## config.mk

```make
export PLATFORM = sky130hd
export DESIGN_NAME = mult_seq_ctrl_flat
export DESIGN_NICKNAME = d
export VERILOG_FILES = /design/src/rtl/mult_seq_ctrl_if.sv /design/src/rtl/mult_seq_ctrl.sv /design/src/flat_wrapper.sv
export SDC_FILE = /design/constraint.sdc
export NUM_CORES = 1
export LEC_CHECK = 0
export BUFFER_PORTS_ARGS = -buffer_cell sky130_fd_sc_hd__buf_2
export CAP_MARGIN = 20
export CORE_AREA = 2 2 39 41
export CTS_BUF_LIST = sky130_fd_sc_hd__clkbuf_16
export DETAILED_ROUTE_END_ITERATION = 6
export DIE_AREA = 0 0 41 43
export PLACE_DENSITY = 0.57
export SLEW_MARGIN = 5
export SYNTH_ARGS = -nofsm -noshare
export SYNTH_HDL_FRONTEND = slang
export SYNTH_SLANG_ARGS = --single-unit
```

## constraint.sdc

```tcl
create_clock -name clk -period 1.2 [get_ports clk]
set_clock_uncertainty 0.05 [all_clocks]
set_input_delay 0.06 -clock clk [delete_from_list [all_inputs] [get_ports clk]]
set_output_delay 0.06 -clock clk [all_outputs]
set_load 0.01 [all_outputs]
```

## src/rtl/mult_seq_ctrl_if.sv

```systemverilog
// Handshake and datapath-control bundle between the shift-add multiplier
// controller (master) and its requester/datapath/counter (slave).
interface mult_seq_ctrl_if #(
    parameter int W = 6
);
    logic         start;
    logic         ack;
    logic         mplier_lsb;
    logic         mplier_zero;
    logic         cnt_zero;
    logic         cnt_load;
    logic         cnt_dec;
    logic [W-1:0] cnt_init;
    logic         ld_operands;
    logic         clr_product;
    logic         add_en;
    logic         shift_en;
    logic         ready;
    logic         busy;
    logic         done;

    modport master (
        input  start, ack, mplier_lsb, mplier_zero, cnt_zero,
        output cnt_load, cnt_dec, cnt_init, ld_operands, clr_product,
               add_en, shift_en, ready, busy, done
    );

    modport slave (
        output start, ack, mplier_lsb, mplier_zero, cnt_zero,
        input  cnt_load, cnt_dec, cnt_init, ld_operands, clr_product,
               add_en, shift_en, ready, busy, done
    );
endinterface

```

## src/rtl/mult_seq_ctrl.sv

```systemverilog
// FSM controller for the sequential shift-add multiplier.
// Optional macro MULT_SEQ_CTRL_EARLY_EXIT_EN: finish as soon as the multiplier empties.
module mult_seq_ctrl #(
    parameter int N = 32,
    parameter int W = 6
) (
    input logic             clk,
    input logic             rst,
    mult_seq_ctrl_if.master bus
);
    localparam logic [2:0] IDLE  = 3'd0;
    localparam logic [2:0] LOAD  = 3'd1;
    localparam logic [2:0] TEST  = 3'd2;
    localparam logic [2:0] SHIFT = 3'd3;
    localparam logic [2:0] DONE  = 3'd4;

    logic [2:0] state_reg;
    logic [2:0] state_next;
    logic       add_en_next;

`ifndef MULT_SEQ_CTRL_EARLY_EXIT_EN
    logic unused_mplier_zero;
    assign unused_mplier_zero = bus.mplier_zero;
`endif

    always_ff @(posedge clk) begin
        if (rst) begin
            state_reg <= IDLE;
        end else begin
            state_reg <= state_next;
        end
    end

    // The counter is loaded with N in LOAD, so TEST sees N..1 on the
    // N iteration passes and zero on the final pass.
    always_comb begin
        state_next  = state_reg;
        add_en_next = 1'b0;
        case (state_reg)
            IDLE: begin
                if (bus.start) begin
                    state_next = LOAD;
                end
            end
            LOAD: begin
                state_next = TEST;
            end
            TEST: begin
                if (bus.cnt_zero) begin
                    state_next = DONE;
`ifdef MULT_SEQ_CTRL_EARLY_EXIT_EN
                end else if (bus.mplier_zero) begin
                    state_next = DONE;
`endif
                end else begin
                    add_en_next = bus.mplier_lsb;
                    state_next  = SHIFT;
                end
            end
            SHIFT: begin
                state_next = TEST;
            end
            DONE: begin
                if (bus.ack) begin
                    state_next = IDLE;
                end
            end
            default: begin
                state_next = IDLE;
            end
        endcase
    end

    assign bus.cnt_init    = W'(N);
    assign bus.cnt_load    = (state_reg == LOAD);
    assign bus.ld_operands = (state_reg == LOAD);
    assign bus.clr_product = (state_reg == LOAD);
    assign bus.cnt_dec     = (state_reg == SHIFT);
    assign bus.shift_en    = (state_reg == SHIFT);
    assign bus.add_en      = add_en_next;
    assign bus.ready       = (state_reg == IDLE);
    assign bus.busy        = (state_reg == LOAD) || (state_reg == TEST) || (state_reg == SHIFT);
    assign bus.done        = (state_reg == DONE);
endmodule
```

## src/flat_wrapper.sv

```systemverilog
// flat-port wrapper written by rule: the top's interface ports become plain ports
module mult_seq_ctrl_flat 
#(
    parameter int N = 32,
    parameter int W = 6
)
  (clk, rst, bus_start, bus_ack, bus_mplier_lsb, bus_mplier_zero, bus_cnt_zero, bus_cnt_load, bus_cnt_dec, bus_cnt_init, bus_ld_operands, bus_clr_product, bus_add_en, bus_shift_en, bus_ready, bus_busy, bus_done);
  mult_seq_ctrl_if #(.W(W)) bus_i ();
  input logic clk;
  input logic rst;
  input wire logic [$bits(bus_i.start)-1:0] bus_start;
  input wire logic [$bits(bus_i.ack)-1:0] bus_ack;
  input wire logic [$bits(bus_i.mplier_lsb)-1:0] bus_mplier_lsb;
  input wire logic [$bits(bus_i.mplier_zero)-1:0] bus_mplier_zero;
  input wire logic [$bits(bus_i.cnt_zero)-1:0] bus_cnt_zero;
  output wire logic [$bits(bus_i.cnt_load)-1:0] bus_cnt_load;
  output wire logic [$bits(bus_i.cnt_dec)-1:0] bus_cnt_dec;
  output wire logic [$bits(bus_i.cnt_init)-1:0] bus_cnt_init;
  output wire logic [$bits(bus_i.ld_operands)-1:0] bus_ld_operands;
  output wire logic [$bits(bus_i.clr_product)-1:0] bus_clr_product;
  output wire logic [$bits(bus_i.add_en)-1:0] bus_add_en;
  output wire logic [$bits(bus_i.shift_en)-1:0] bus_shift_en;
  output wire logic [$bits(bus_i.ready)-1:0] bus_ready;
  output wire logic [$bits(bus_i.busy)-1:0] bus_busy;
  output wire logic [$bits(bus_i.done)-1:0] bus_done;
  assign bus_i.start = bus_start;
  assign bus_i.ack = bus_ack;
  assign bus_i.mplier_lsb = bus_mplier_lsb;
  assign bus_i.mplier_zero = bus_mplier_zero;
  assign bus_i.cnt_zero = bus_cnt_zero;
  assign bus_cnt_load = bus_i.cnt_load;
  assign bus_cnt_dec = bus_i.cnt_dec;
  assign bus_cnt_init = bus_i.cnt_init;
  assign bus_ld_operands = bus_i.ld_operands;
  assign bus_clr_product = bus_i.clr_product;
  assign bus_add_en = bus_i.add_en;
  assign bus_shift_en = bus_i.shift_en;
  assign bus_ready = bus_i.ready;
  assign bus_busy = bus_i.busy;
  assign bus_done = bus_i.done;
  mult_seq_ctrl #(.N(N), .W(W)) u_core (.clk(clk), .rst(rst), .bus(bus_i));
endmodule
```

==> impl_metrics.env <==
export IMPL_status="completed"
export IMPL_die_x_um=41
export IMPL_p_total_uw=736
export IMPL_ys_types=16
export IMPL_cp_arrival_ns=1.05
export IMPL_cp_max_fo=5
export IMPL_ys_flop_type="dfxtp_1"
export IMPL_synth_edf_count=0
export IMPL_grt_pass1_vias=213
export IMPL_drive_gt1_frac=0.667
export IMPL_worst_setup_path_start_kind="flip-flop"
export IMPL_required_ns=1.09
export IMPL_cts_sinks=3
export IMPL_synth_compound_area_frac=0.120
export IMPL_largest_reg_flops=3
export IMPL_path_clk_slew_ns=0.03
export IMPL_dp_hpwl_um=409
export IMPL_synthAdderAreaFrac=0
export IMPL_start_util=0.181
export IMPL_end_kind="output pin"
export IMPL_setup_tns_ns=0
export IMPL_critPathKind="reg2out"
export IMPL_synth_commonest_cells="buf_4, dfxtp_1"
export IMPL_groute_usage_overall=0.0822
export IMPL_synth_top_family_by_area="buffers and inverters"
export IMPL_clockRootBuffer="clkbuf_16"
export IMPL_syn_cell_area_um2=250
export IMPL_finalMaxSlewViolations=0
export IMPL_fin_area_um2=458
export IMPL_holdWs_ns=0.0520
export IMPL_grt_max_degree=9
export IMPL_yosys_area_share_simple=0.280
export IMPL_post_place_ws_ns=0.0931
export IMPL_drt_initial_drc_count=6
export IMPL_dieArea_um2=1760
export IMPL_core_area_um2=1380
export IMPL_area_growth_pct=83.0
export IMPL_nets=56
export IMPL_grt_antenna_before_repair=0
export IMPL_drv_cap=0
export IMPL_rsz0062_at_grt="true"
export IMPL_fmax_ghz=0.859
export IMPL_hold_path_class="in2reg"
export IMPL_synth_cells=30
export IMPL_diodes=0
export IMPL_place_inst=56
export IMPL_fin_crit_sh=0.971
export IMPL_grt_overflow_total=0
export IMPL_peakVddDrop_mv=0.488
export IMPL_viasPerCell=3.69
export IMPL_cts_buffers=3
export IMPL_die_y_um=43
export IMPL_synth_warnings=0
export IMPL_pin_count=22
export IMPL_yosysSeqAreaShare=0.240
export IMPL_p_per_area_nw_per_um2=1610
export IMPL_synth_xor_xnor_area_share=0
export IMPL_num_vias=236
export IMPL_yosysTopAreaCell="buf_4"
export IMPL_grt_pass1_wl_um=876
export IMPL_ctsHtreeMaxLevel=1
export IMPL_async_reset_ff_frac=0
export IMPL_synth_most_common_cell="buf_4"
export IMPL_core_rowCount=14
export IMPL_yosysTopAreaCellShare=0.270
export IMPL_first_pass_iters=4
export IMPL_placed_cell_area_um2=292
export IMPL_fin_ws_ns=0.0352
export IMPL_period_needed_ns=1.16
export IMPL_wl_per_cell_um=10.3
export IMPL_leakagePower_nw=0.217
export IMPL_synthTopCellsByArea="buf_4, dfxtp_1, a211oi_2, nand2b_1, buf_6"
export IMPL_cts_tree="built"
export IMPL_fin_util=0.331
export IMPL_place_congestion=0.600
export IMPL_hold_viol=0
export IMPL_ys_ff_latch=3
export IMPL_wirelength_um=659
export IMPL_max_clock_path_buffers=2
export IMPL_port_buffers=14
export IMPL_clock_latency_ns=0.22
export IMPL_ant_nets=0
export IMPL_synthMuxAreaShare=0
export IMPL_final_setup_viol_count=0
export IMPL_instances_no_fill=64
export IMPL_drc=0
export IMPL_synth_avg_cell_area_um2=8.34
## kinds of logic after synthesis
group / count (synthesis)
compound gates: 3
buf+inv: 11
flops: 3
other cells: 2
simple gates: 11
## area by class of cell
class	count	area, um2
clock inverter	1	3.75
inverter	1	3.75
tap	16	20.0
sequential	3	71.3
fill	147	926
multi-input combinational	20	159
clock buffer	3	75.1
timing repair buffer	20	125
## critical path, stage by stage, from the launching register on
cell	delay [ns]
dfxtp_4	0.35
buf_6	0.13
nor2_4	0.10
and2_2	0.13
buf_2	0.12
## path summary, 6_finish.rpt
kind / from / to / slack (ns) / depth (start not counted)
hold / removal: bus_start / u_core.state_reg[0]$_SDFFE_PP0P_ / 0.05 / 3
hold reg to reg: u_core.state_reg[2]$_SDFFE_PP0P_ / u_core.state_reg[1]$_SDFFE_PP0P_ / 0.43 / 1
setup / recovery: u_core.state_reg[1]$_SDFFE_PP0P_ / bus_done / 0.04 / 4
setup reg to reg: u_core.state_reg[1]$_SDFFE_PP0P_ / u_core.state_reg[0]$_SDFFE_PP0P_ / 0.13 / 3
## repair_timing
action | 4_1_cts | 5_1_grt
pin swaps | 1 | 2
endpoints found under the setup margin | 7 | 7
hold buffers | 1 | 0
hold endpoints to repair | 1 | 0
gates resized for setup | 7 | 9
buffers inserted | 1 | 2
## power by group
| group | leakage (nW) | switching [mW] | internal [mW] |
|---|---|---|---|
| sequential | 0.0267 | 0.0130 | 0.105 |
| clock | 0.0423 | 0.0861 | 0.429 |
| combinational | 0.148 | 0.0536 | 0.0496 |
## cells in the final DEF (no fill, tap or decap), drive strengths merged
master       instances
nand3b               1
or3b                 1
dfxtp                3
a2111oi              1
a211oi               2
nor2                 2
dlygate4sd3          1
nor3b                1
inv                  2
conb                 6
nor4b                1
and2                 1
nor3                 2
clkbuf               3
nand2b               2
buf                 19
## metal layers
layer	wire length, um	GRT usage	vias up	part of all wire
li1	-	-	120	-
met1	228	0.0767	108	0.35
met2	411	0.116	8	0.62
met3	19	0.0314	0	0.029
met4	0	0.100	0	0
met5	0	0	-	0
Note: power is estimated with default switching activity, not from simulation.
